File: src/rtl/rr_onehot_arbiter.sv
// -----------------------------------------------------------------------------
// rr_onehot_arbiter
//
// Round-robin arbiter producing a registered grant vector that is always
// either all-zero or one-hot. It feeds a one-hot encoder directly, so the
// encoder sees a clean zero vector in the single idle cycle between owners.
//
// A grant is held until the owner pulses its release input, drops its request,
// or has held the grant for MAX_HOLD consecutive cycles. Every grant end is
// followed by exactly one idle cycle before the next grant is issued.
//
// Parameters
//   N         number of requesters (>= 2)
//   MAX_HOLD  maximum consecutive grant cycles; 0 disables the hold limit
//
// Ports
//   clk            system clock, rising edge
//   rst_n          asynchronous active-low reset
//   req[N-1:0]     request lines, req[i]=1 means requester i wants ownership
//   release_pulse  one-cycle pulse from the current owner ending its grant
//                  (ignored while idle); "release" itself is a reserved word
//   grant[N-1:0]   registered grant vector, zero or one-hot
//   grant_valid    registered OR of all grant bits
//   timeout        one-cycle pulse in the first cycle after a grant was ended
//                  by the hold limit
// -----------------------------------------------------------------------------
module rr_onehot_arbiter #(
   parameter int N        = 8,
   parameter int MAX_HOLD = 16
) (
   input  logic         clk,
   input  logic         rst_n,
   input  logic [N-1:0] req,
   input  logic         release_pulse,
   output logic [N-1:0] grant,
   output logic         grant_valid,
   output logic         timeout
);

   localparam int PW = (N > 1) ? $clog2(N) : 1;
   localparam int HW = (MAX_HOLD > 1) ? $clog2(MAX_HOLD) : 1;

   localparam logic [PW-1:0] LAST_IDX  = PW'(N - 1);
   // With the limit disabled the compare below is masked off, so the value
   // chosen here does not matter.
   localparam logic [HW-1:0] HOLD_LAST = (MAX_HOLD > 0) ? HW'(MAX_HOLD - 1) : '0;

   typedef enum logic {
      IDLE    = 1'b0,
      GRANTED = 1'b1
   } state_t;

   state_t        state_reg;
   logic [PW-1:0] ptr_reg;
   logic [HW-1:0] hold_reg;

   // -------------------------------------------------------------------------
   // Round-robin pick: first requester at or above ptr, wrapping modulo N.
   // The wrap is done arithmetically so non-power-of-two N never indexes past
   // the last requester.
   // -------------------------------------------------------------------------
   function automatic logic [PW-1:0] wrap_idx(input logic [PW-1:0] base, input int off);
      int s;
      s = int'(base) + off;
      if (s >= N) begin
         s = s - N;
      end
      return PW'(s);
   endfunction

   logic          pick_found;
   logic [PW-1:0] pick_idx;
   logic [PW-1:0] cand;

   always_comb begin
      pick_found = 1'b0;
      pick_idx   = '0;
      cand       = '0;
      for (int i = 0; i < N; i++) begin
         cand = wrap_idx(ptr_reg, i);
         if (!pick_found && req[cand]) begin
            pick_found = 1'b1;
            pick_idx   = cand;
         end
      end
   end

   logic [PW-1:0] ptr_next;
   assign ptr_next = (pick_idx == LAST_IDX) ? '0 : pick_idx + PW'(1);

   // -------------------------------------------------------------------------
   // End-of-grant conditions, highest priority first: release, owner dropped
   // its request, hold limit. The owner's request is found by masking req with
   // the one-hot grant, so no separate owner index is stored.
   // -------------------------------------------------------------------------
   logic owner_req;
   logic hold_hit;
   logic end_grant;
   logic end_by_limit;

   assign owner_req    = |(req & grant);
   assign hold_hit     = (MAX_HOLD != 0) && (hold_reg == HOLD_LAST);
   assign end_grant    = release_pulse || !owner_req || hold_hit;
   assign end_by_limit = !release_pulse && owner_req && hold_hit;

   // -------------------------------------------------------------------------
   // Controller with registered outputs.
   // -------------------------------------------------------------------------
   always_ff @(posedge clk or negedge rst_n) begin
      if (!rst_n) begin
         state_reg   <= IDLE;
         ptr_reg     <= '0;
         hold_reg    <= '0;
         grant       <= '0;
         grant_valid <= 1'b0;
         timeout     <= 1'b0;
      end else begin
         case (state_reg)
            IDLE: begin
               timeout <= 1'b0;
               if (pick_found) begin
                  grant       <= N'(1) << pick_idx;
                  grant_valid <= 1'b1;
                  ptr_reg     <= ptr_next;
                  hold_reg    <= '0;
                  state_reg   <= GRANTED;
               end else begin
                  grant       <= '0;
                  grant_valid <= 1'b0;
               end
            end

            GRANTED: begin
               if (end_grant) begin
                  // The mandatory one-cycle gap comes from always passing
                  // through IDLE, even when other requests are pending.
                  grant       <= '0;
                  grant_valid <= 1'b0;
                  timeout     <= end_by_limit;
                  state_reg   <= IDLE;
               end else begin
                  timeout <= 1'b0;
                  // Counter stays put when the limit is disabled so it can
                  // never wrap.
                  if (MAX_HOLD != 0) begin
                     hold_reg <= hold_reg + HW'(1);
                  end
               end
            end

            default: begin
               state_reg   <= IDLE;
               grant       <= '0;
               grant_valid <= 1'b0;
               timeout     <= 1'b0;
            end
         endcase
      end
   end

endmodule

File: config.mk
export PLATFORM = sky130hd
export DESIGN_NAME = rr_onehot_arbiter
export DESIGN_NICKNAME = d
export VERILOG_FILES = /design/src/rtl/rr_onehot_arbiter.sv
export SDC_FILE = /design/constraint.sdc
export NUM_CORES = 1
export LEC_CHECK = 0
export ABC_CLOCK_PERIOD_IN_PS = 4800
export BUFFER_PORTS_ARGS = -buffer_cell sky130_fd_sc_hd__buf_2
export CORE_ASPECT_RATIO = 1.2
export CORE_MARGIN = 2
export CORE_UTILIZATION = 59
export DETAILED_ROUTE_END_ITERATION = 16
export GPL_TIMING_DRIVEN = 0
export PLACE_DENSITY = 0.87
export REMOVE_ABC_BUFFERS = 1
export SYNTH_ARGS = -nofsm -noshare
export SYNTH_HDL_FRONTEND = slang
export SYNTH_SLANG_ARGS = --single-unit
File: constraint.sdc
create_clock -name clk -period 4.8 [get_ports clk]
set_input_delay 0.24 -clock clk [delete_from_list [all_inputs] [get_ports clk]]
set_output_delay 0.24 -clock clk [all_outputs]
set_load 0.005 [all_outputs]
==> results of run 1 <==
## layer usage
| layer | part of all wire, % | up-vias | global-route usage (%) |
|---|---|---|---|
| li1 | - | 740 | - |
| met1 | 38 | 799 | 36.6 |
| met2 | 52 | 83 | 46.1 |
| met3 | 6.6 | 16 | 2.05 |
| met4 | 2.6 | 0 | 8.84 |
| met5 | 0 | - | 0 |
## tightest hold or removal path, delay by kind of cell
kind                   cells  cell delay, ns
buffers and inverters      1            0.07
AND/OR/NAND/NOR            2            0.17
## Yosys cell counts (4+ instances only)
master and count:
o21ai_0 6, mux2_2 5, nand3_1 5, nand2_1 14
mux2i_1 14, nor2_1 15, a21oi_1 7, ha_1 9
inv_1 5, clkbuf_1 5, a22oi_1 4, mux4_2 12
a32o_1 7, dfrtp_1 18
## per-stage QoR
step                util (%)  worst slack, ns  cell area, um2
floorplan                  -            0.736            1780
global placement        63.6            0.378            1930
detailed placement      63.6            0.224            1930
CTS                     64.7            0.191            1960
global route            64.7            0.103            1960
finish                  64.7            0.316            1960
## what timing repair did
action / 4_1_cts / 5_1_grt
hold buffers: 1 / 0
gates resized for setup: 0 / 1
hold endpoints to repair: 18 / 0
setup buffers: 0 / 0
setup endpoints to repair: 0 / 1
## kinds of logic (layout without fill, tap and decap cells)
| logic type | after synthesis | in the layout | share of synthesized area (%) |
|---|---|---|---|
| xor gates and xnor gates | 5 | 5 | 2.78 |
| muxes | 34 | 34 | 27.5 |
| buffers and inverters | 18 | 31 | 4.95 |
| DFF | 18 | 18 | 24.4 |
| adders and majority gates | 9 | 9 | 6.10 |
| and+or+nand+nor | 51 | 51 | 13.5 |
| AOI/OAI and AO/OA | 49 | 49 | 20.8 |
## path summary, 6_finish.rpt
| path | start | to | slack (ns) | cells after the start |
|---|---|---|---|---|
| max in group asynchronous | rst_n | ptr_reg[0] | 4.09 | 2 |
| hold reg to reg | grant_valid | grant_valid | 0.50 | 1 |
| hold / removal | release_pulse | timeout | 0.23 | 3 |
| setup reg to reg | ptr_reg[1] | ptr_reg[0] | 0.32 | 13 |
| setup / recovery | ptr_reg[1] | ptr_reg[0] | 0.32 | 13 |
| min in group asynchronous | rst_n | hold_reg[1] | 0.41 | 2 |
## cell type report
cell class | instances | area (um2) | share of cell area [%]
clock buffers | 3 | 22.5 | 1.15
inverters | 7 | 26.3 | 1.34
multi-input cells | 148 | 1300 | 66.5
flip-flops and latches | 18 | 452 | 23.1
well taps | 36 | 45.0 | 2.30
repair buffers | 21 | 110 | 5.62
==> metrics.md, run 1 <==
| Metric | Value |
|---|---|
| Status | `completed` |
| RSZ-0062 raised after global routing | `false` |
| Final setup viols | `0` |
| DR pass1 iterations | `4` |
| Commonest non-fill, non-tap cell in the layout | `buf_2` |
| Clock transition at path regs | `0.10 ns` |
| Time the worst path needs with I/O delays and setup | `roughly 4.5 ns` |
| Final Hold Vio Count | `0` |
| Yosys top cell area share | `24.4%` |
| Mean cell area of the mapped netlist | `10.0 um2` |
| CP top delay family | `adder cells` |
| Critical path arrival | `4.68 ns` |
| Clock Latency Late Sink | `0.28 ns` |
| Ant. Diodes | `0` |
| Ys async rst share | `100%` |
| Setup TNS | `0 ns` |
| Gr usage total | `27.4%` |
| CTS Buffer Depth | `2` |
| Fillers | `235` |
| Inserted Clock Buffers | `3` |
| Max reg flops | `8` |
| Final ANT Viol Nets | `0` |
| Primary FF master, synth | `dfrtp_1` |
| HPWL Detailed | `3380 um` |
| # IOs | `21` |
| Placer congestion estimate | `approximately 0.96` |
| Max frequency | `223 MHz` |
| Top fanout value on the critical path | `14` |
| Non-Filler Instances | `between 200 and 250` |
| Crit path buffers/inverters | `1` |
| Yosys reg bits | `18` |
| Clock H-tree levels | `1` |
| Slew @ Worst Pin | `0.906 ns` |
| Vias in the first global route | `about 1600` |
| Req. time, crit path | `4.99 ns` |
| P&R area growth vs syn | `6.17%` |
| GRT overflow | `0` |
| CP startpoint kind | `register` |
| Fin Clk Skew | `0.00428 ns` |
| Initial drt markers | `between 60 and 70` |
| Register area share after synthesis | `around a quarter` |
| Most frequent cells in the layout | `buf_2, dfrtp_1, nor2_1` |
| Initial antenna violation count | `0` |
| Fin nets | `219` |
| CP cell instances | `inv_1, ha_1, mux4_2, mux2_2, a21oi_1, nor3_1, a21boi_0, a311o_1, and2_1, ha_1, ha_1, nand2b_1, o221ai_1` |
| Initial Utilization | `61.0%` |
| Period utilisation layout | `93.4%` |
| TritonCTS clock tree | `built` |
| Port Buffers | `20` |
| First-pass GRT wire length | `7410 um` |
| Yosys cell types | `52` |
| Wirelength, routed | `between 4000 and 5000 um` |
| Layout cells sized above 1 | `approximately 25%` |
| Max Cap Viol | `0` |
| Slew margin rel. | `39.5%` |
| Placed insts | `229` |
| Number of flops mapped to enable cells by yosys | `0` |
| Slowest-stage cell, CP | `ha_1` |
| Crit Path Category | `register to register` |
| Worst min path class | `input pin to register` |
| Die ar. | `3590 um2` |
| Drt wl/cell | `~19 um` |
| Synth warnings | `0` |
| Die Ht | `roughly 65 um` |
| Largest net degree at the start of global routing | `26` |
| Hold_ws | `0.228 ns` |
| Main area contributors after synthesis | `dfrtp_1, mux4_2, mux2i_1, ha_1, a32o_1` |
| Worst Setup End Kind | `register` |
| Post-synthesis cell type with the largest combined area | `dfrtp_1` |
| # rows | `22` |
| Final slew viol count | `0` |
| Cell mode on critical path | `ha_1` |
| Largest stage delay, worst path | `~0.70 ns` |
| Detail-routed via count per cell | `7.03` |
| Routed vias | `1638` |
| Cells after Synth | `184` |
| Clock Sinks | `18` |
| Residual DRC | `0` |
| Synth Cell Area | `1850 um2` |
| Die X | `around 55 um` |
| Clk root buf | `clkbuf_4` |
| Core area | `3030 um2` |
Power of run 1 is left out: the tool's default activity adds up to more than one toggle a clock period on the data nets, which glitch-free logic cannot reach.
==> run 2: changes to the inputs <==
--- a/config.mk
+++ b/config.mk
@@ -5,14 +5,14 @@
 export SDC_FILE = /design/constraint.sdc
 export NUM_CORES = 1
 export LEC_CHECK = 0
-export ABC_CLOCK_PERIOD_IN_PS = 4800
+export ABC_CLOCK_PERIOD_IN_PS = 5200
 export BUFFER_PORTS_ARGS = -buffer_cell sky130_fd_sc_hd__buf_2
 export CORE_ASPECT_RATIO = 1.2
 export CORE_MARGIN = 2
-export CORE_UTILIZATION = 59
+export CORE_UTILIZATION = 60
 export DETAILED_ROUTE_END_ITERATION = 16
 export GPL_TIMING_DRIVEN = 0
-export PLACE_DENSITY = 0.87
+export PLACE_DENSITY = 0.89
 export REMOVE_ABC_BUFFERS = 1
 export SYNTH_ARGS = -nofsm -noshare
 export SYNTH_HDL_FRONTEND = slang
==> constraint.sdc (replaced) <==
create_clock -name clk -period 5.2 [get_ports clk]
set_input_delay 0.26 -clock clk [delete_from_list [all_inputs] [get_ports clk]]
set_output_delay 0.26 -clock clk [all_outputs]
set_load 0.005 [all_outputs]
==> metrics.md, run 2 (synthesized netlist as in run 1, its figures left out) <==
| Metric | Value |
|---|---|
| Status | `completed` |
| Hold_ws | `0.220 ns (-0.00802 ns)` |
| Initial Utilization | `61.5% (+0.56 points)` |
| HPWL Detailed | `3210 um (-4.9%)` |
| Fin nets | `219 (unchanged)` |
| TritonCTS clock tree | `built` |
| Top fanout value on the critical path | `25 (+11)` |
| # IOs | `21 (unchanged)` |
| Routed vias | `1619 (-1.2%)` |
| Register Area | `450 um2 (-0.28%)` |
| First-pass GRT wire length | `7260 um (-2.1%)` |
| Most frequent cells in the layout | `buf_2, dfrtp_1, nor2_1` |
| Slew @ Worst Pin | `1.10 ns (+0.193 ns)` |
| Fillers | `227 (-3.4%)` |
| CTS Hold Buffers Added | `1 (unchanged)` |
| CTS Buffer Depth | `2 (unchanged)` |
| Port Buffers | `20 (unchanged)` |
| Layout cells sized above 1 | `24.7% (-0.13 points)` |
| Time the worst path needs with I/O delays and setup | `4.58 ns (+0.0964 ns)` |
| Die ar. | `3540 um2 (-1.5%)` |
| Die X | `54.6 um (-0.77%)` |
| Ant. Diodes | `0 (unchanged)` |
| Placer congestion estimate | `0.942 (-1.5%)` |
| Wirelength, routed | `4270 um (-1.1%)` |
| Die Ht | `64.8 um (-0.78%)` |
| Inserted Clock Buffers | `3 (unchanged)` |
| Largest net degree at the start of global routing | `26 (unchanged)` |
| Worst Setup End Kind | `register` |
| Fin Clk Skew | `0.00330 ns (-0.000981 ns)` |
| Clock Sinks | `18 (unchanged)` |
| Final slew viol count | `0 (unchanged)` |
| Req. time, crit path | `5.43 ns (+0.44 ns)` |
| Drt wl/cell | `18.3 um (-1.6%)` |
| Max reg flops | `8 (unchanged)` |
| Clock transition at path regs | `0.10 ns (about the same)` |
| Setup TNS | `0 ns (unchanged)` |
| Detail-routed via count per cell | `6.92 (-1.6%)` |
| Critical path arrival | `4.81 ns (+0.13 ns)` |
| Post-CTS setup buffer count | `0 (unchanged)` |
| Slew margin rel. | `26.7% (-13 points)` |
| GRT overflow | `0 (unchanged)` |
| Core area | `3000 um2 (-0.91%)` |
| Max frequency | `218 MHz (-2.1%)` |
| Final Util | `65.7% (+1.0 points)` |
| Gr usage total | `28.1% (+0.74 points)` |
| Initial antenna violation count | `0 (unchanged)` |
| Multi-input gate area | `1300 um2 (unchanged)` |
| Clock Latency Late Sink | `0.31 ns (+0.03 ns)` |
| Commonest non-fill, non-tap cell in the layout | `buf_2` |
| Final ANT Viol Nets | `0 (unchanged)` |
| Final Hold Vio Count | `0 (unchanged)` |
| Final setup viols | `0 (unchanged)` |
| Residual DRC | `0 (unchanged)` |
| Resized Gates After CTS | `0 (unchanged)` |
| CP startpoint kind | `register` |
| RSZ-0062 raised after global routing | `false` |
| DR pass1 iterations | `4 (unchanged)` |
| Initial drt markers | `59 (-13%)` |
| Clk root buf | `clkbuf_4` |
| # rows | `22 (unchanged)` |
| Clock H-tree levels | `1 (unchanged)` |
| Vias in the first global route | `1561 (-0.95%)` |
| P&R area growth vs syn | `6.85%` |
| Max Cap Viol | `0 (unchanged)` |
| Period utilisation layout | `88.1% (-5.3 points)` |
| Crit Path Category | `register to register` |
| Worst min path class | `input pin to register` |
run 2: cell count changes in the layout (fill, tap and decap cells not counted), sizes merged:
| cell | previous run | this run |
|---|---|---|
| clkbuf | 3 | 4 |
run 2: worst max-delay path, cell delays in order, from the launching register on:
cell and delay (ns):
dfrtp_1 1.08, inv_1 0.11, ha_1 0.66, mux4_2 0.64, mux2_2 0.32, a21oi_1 0.15, nor3_1 0.07, a21boi_0 0.12
a311o_1 0.37, and2_1 0.18, ha_1 0.22, ha_1 0.22, nand2b_1 0.14, o221ai_1 0.19
run 2: stage by stage:
stage                     area (um2)  cells  setup WS (ns)
after floorplan                 1780    173           1.14
after global placement          1930    229          0.706
after detailed placement        1930    229          0.622
after CTS                       1970    234          0.605
after global routing            1970    234          0.260
final                           1970    234          0.620
run 2: area by class of cell:
cell class	count	area share [%]
multi-input cells	148	66.1
repair buffers	21	5.58
inverters	7	1.33
clock buffers	4	1.84
well taps	36	2.28
flip-flops and latches	18	22.8
run 2: worst paths after layout:
check / start / end / slack (ns) / cells after the start
hold / removal: release_pulse / timeout / 0.22 / 3
setup reg to reg: ptr_reg[0] / ptr_reg[0] / 0.62 / 13
setup / recovery: ptr_reg[0] / ptr_reg[0] / 0.62 / 13
max in group asynchronous: rst_n / grant[7] / 4.52 / 2
hold reg to reg: grant_valid / grant_valid / 0.50 / 1
min in group asynchronous: rst_n / ptr_reg[2] / 0.40 / 2
run 2: metal layers:
layer / part of all wire, % / global-route usage (%)
met4: 5.3 / 19.1
met2: 50 / 40.9
met1: 41 / 38.7
met5: 0 / 0
met3: 3.9 / 2.76
Power of run 2 is left out for the same reason.
==> run 3: changes to the inputs <==
--- a/config.mk
+++ b/config.mk
@@ -5,14 +5,14 @@
 export SDC_FILE = /design/constraint.sdc
 export NUM_CORES = 1
 export LEC_CHECK = 0
-export ABC_CLOCK_PERIOD_IN_PS = 5200
+export ABC_CLOCK_PERIOD_IN_PS = 3690
 export BUFFER_PORTS_ARGS = -buffer_cell sky130_fd_sc_hd__buf_2
 export CORE_ASPECT_RATIO = 1.2
 export CORE_MARGIN = 2
-export CORE_UTILIZATION = 60
+export CORE_UTILIZATION = 53
 export DETAILED_ROUTE_END_ITERATION = 16
 export GPL_TIMING_DRIVEN = 0
-export PLACE_DENSITY = 0.89
+export PLACE_DENSITY = 0.83
 export REMOVE_ABC_BUFFERS = 1
 export SYNTH_ARGS = -nofsm -noshare
 export SYNTH_HDL_FRONTEND = slang
==> constraint.sdc (replaced) <==
create_clock -name clk -period 3.69 [get_ports clk]
set_input_delay 0.1845 -clock clk [delete_from_list [all_inputs] [get_ports clk]]
set_output_delay 0.1845 -clock clk [all_outputs]
set_load 0.005 [all_outputs]
==> metrics.md, run 3 (synthesized netlist as in run 1, its figures left out) <==
| Metric | Value |
|---|---|
| Status | `completed` |
| Placement Cell Area | `1930 um2 (about the same)` |
| Port Buffers | `20 (unchanged)` |
| TritonCTS clock tree | `built` |
| Die ar. | `3970 um2 (+12%)` |
| Final ANT Viol Nets | `0 (unchanged)` |
| Ant. Diodes | `0 (unchanged)` |
| Fin Clk Skew | `0.00133 ns (-0.00197 ns)` |
| Initial Utilization | `55.3% (-6.2 points)` |
| Final Hold Vio Count | `0 (unchanged)` |
| Req. time, crit path | `3.86 ns (-1.57 ns)` |
| Slew @ Worst Pin | `0.918 ns (-0.181 ns)` |
| First-pass GRT wire length | `7670 um (+5.6%)` |
| Detail-routed via count per cell | `6.78 (-2.1%)` |
| Clock H-tree levels | `1 (unchanged)` |
| Time the worst path needs with I/O delays and setup | `3.56 ns (-1.02 ns)` |
| Worst Setup End Kind | `register` |
| Final setup viols | `0 (unchanged)` |
| Max Cap Viol | `0 (unchanged)` |
| Inserted Clock Buffers | `3 (unchanged)` |
| Slew margin rel. | `38.7% (+12 points)` |
| Critical path arrival | `3.73 ns (-1.08 ns)` |
| Initial antenna violation count | `0 (unchanged)` |
| # rows | `23 (+4.5%)` |
| Max reg flops | `8 (unchanged)` |
| GRT overflow | `0 (unchanged)` |
| Final slew viol count | `0 (unchanged)` |
| Clk root buf | `clkbuf_8` |
| Residual DRC | `0 (unchanged)` |
| Commonest non-fill, non-tap cell in the layout | `buf_2` |
| Placer congestion estimate | `0.947 (+0.47%)` |
| HPWL Detailed | `3130 um (-2.4%)` |
| Vias in the first global route | `1562 (+0.064%)` |
| Top fanout value on the critical path | `7 (-72%)` |
| Placed insts | `230 (+0.44%)` |
| Non-Filler Instances | `245 (+4.7%)` |
| Drt wl/cell | `19.3 um (+5.5%)` |
| Fin nets | `229 (+4.6%)` |
| Max frequency | `281 MHz (+29%)` |
| Crit Path Category | `register to register` |
| DR pass1 iterations | `4 (unchanged)` |
| Wirelength, routed | `4720 um (+10%)` |
| Largest net degree at the start of global routing | `20 (-23%)` |
| Clock transition at path regs | `0.07 ns (-0.03 ns)` |
| P&R area growth vs syn | `14.8%` |
| Final Instance Area | `2120 um2 (+7.4%)` |
| Most frequent cells in the layout | `buf_2, dfrtp_1, nor2_1` |
| Initial drt markers | `103 (+75%)` |
| Layout cells sized above 1 | `32.2% (+7.5 points)` |
| Routed vias | `1660 (+2.5%)` |
| Clock Latency Late Sink | `0.25 ns (-0.06 ns)` |
| Core area | `3340 um2 (+11%)` |
| Gr usage total | `25.4% (-2.7 points)` |
| CTS Buffer Depth | `2 (unchanged)` |
| Worst min path class | `input pin to register` |
| Die X | `57.9 um (+5.9%)` |
| Clock Sinks | `18 (unchanged)` |
| CP startpoint kind | `register` |
| Period utilisation layout | `96.4% (+8.3 points)` |
| # IOs | `21 (unchanged)` |
| Die Ht | `68.6 um (+6.0%)` |
run 3: timing repair:
action	4_1_cts	5_1_grt
pin swaps	0	3
buffers inserted	5	5
endpoints found under the hold margin	18	0
endpoints found under the setup margin	17	4
hold buffers	1	0
gates resized for setup	8	3
run 3: final cells by class:
cell class / instances / area [um2]
clock buffers: 4 / 55.1
fillers: 265 / 1220
inverters: 7 / 30.0
multi-input cells: 148 / 1340
flip-flops and latches: 18 / 455
well taps: 37 / 46.3
repair buffers: 31 / 189
run 3: critical path, cell delays in order, from the launching register on:
cell and delay (ns):
dfrtp_2 0.46, clkinvlp_4 0.17, ha_4 0.35, mux4_2 0.58
mux2_2 0.33, a21oi_1 0.15, nor3_1 0.07, a21boi_0 0.12
a311o_1 0.33, and2_1 0.17, ha_1 0.22, ha_2 0.21
nand2b_1 0.17, o221ai_2 0.15
run 3: through the flow:
| step | TNS, ns | utilization [%] | setup WS [ns] | hold slack, ns |
|---|---|---|---|---|
| after floorplan | -1.63 | - | -0.374 | -0.111 |
| after global placement | -6.83 | 57.7 | -0.868 | 0.129 |
| after detailed placement | -7.54 | 57.7 | -0.903 | 0.132 |
| after CTS | 0 | 61.9 | 0.0317 | 0.199 |
| after global routing | -0.0166 | 63.5 | -0.0166 | 0.224 |
| final | 0 | 63.5 | 0.134 | 0.201 |
run 3: layer usage:
layer  GRT usage (%)  wire [um]  up-vias
met5               0          0        -
met2            45.0       2370       80
met4            9.01        123        0
met1            32.8       1960      801
met3            2.05        259       14
li1                -          -      765
run 3: path summary, 6_finish.rpt:
check | from | end | slack (ns) | depth (start not counted)
setup reg to reg | ptr_reg[1] | ptr_reg[0] | 0.13 | 13
min in group asynchronous | rst_n | hold_reg[1] | 0.38 | 2
setup / recovery | ptr_reg[1] | ptr_reg[0] | 0.13 | 13
hold reg to reg | grant_valid | grant_valid | 0.49 | 1
max in group asynchronous | rst_n | ptr_reg[0] | 3.00 | 2
hold / removal | release_pulse | timeout | 0.20 | 3
Power of run 3 is left out for the same reason.
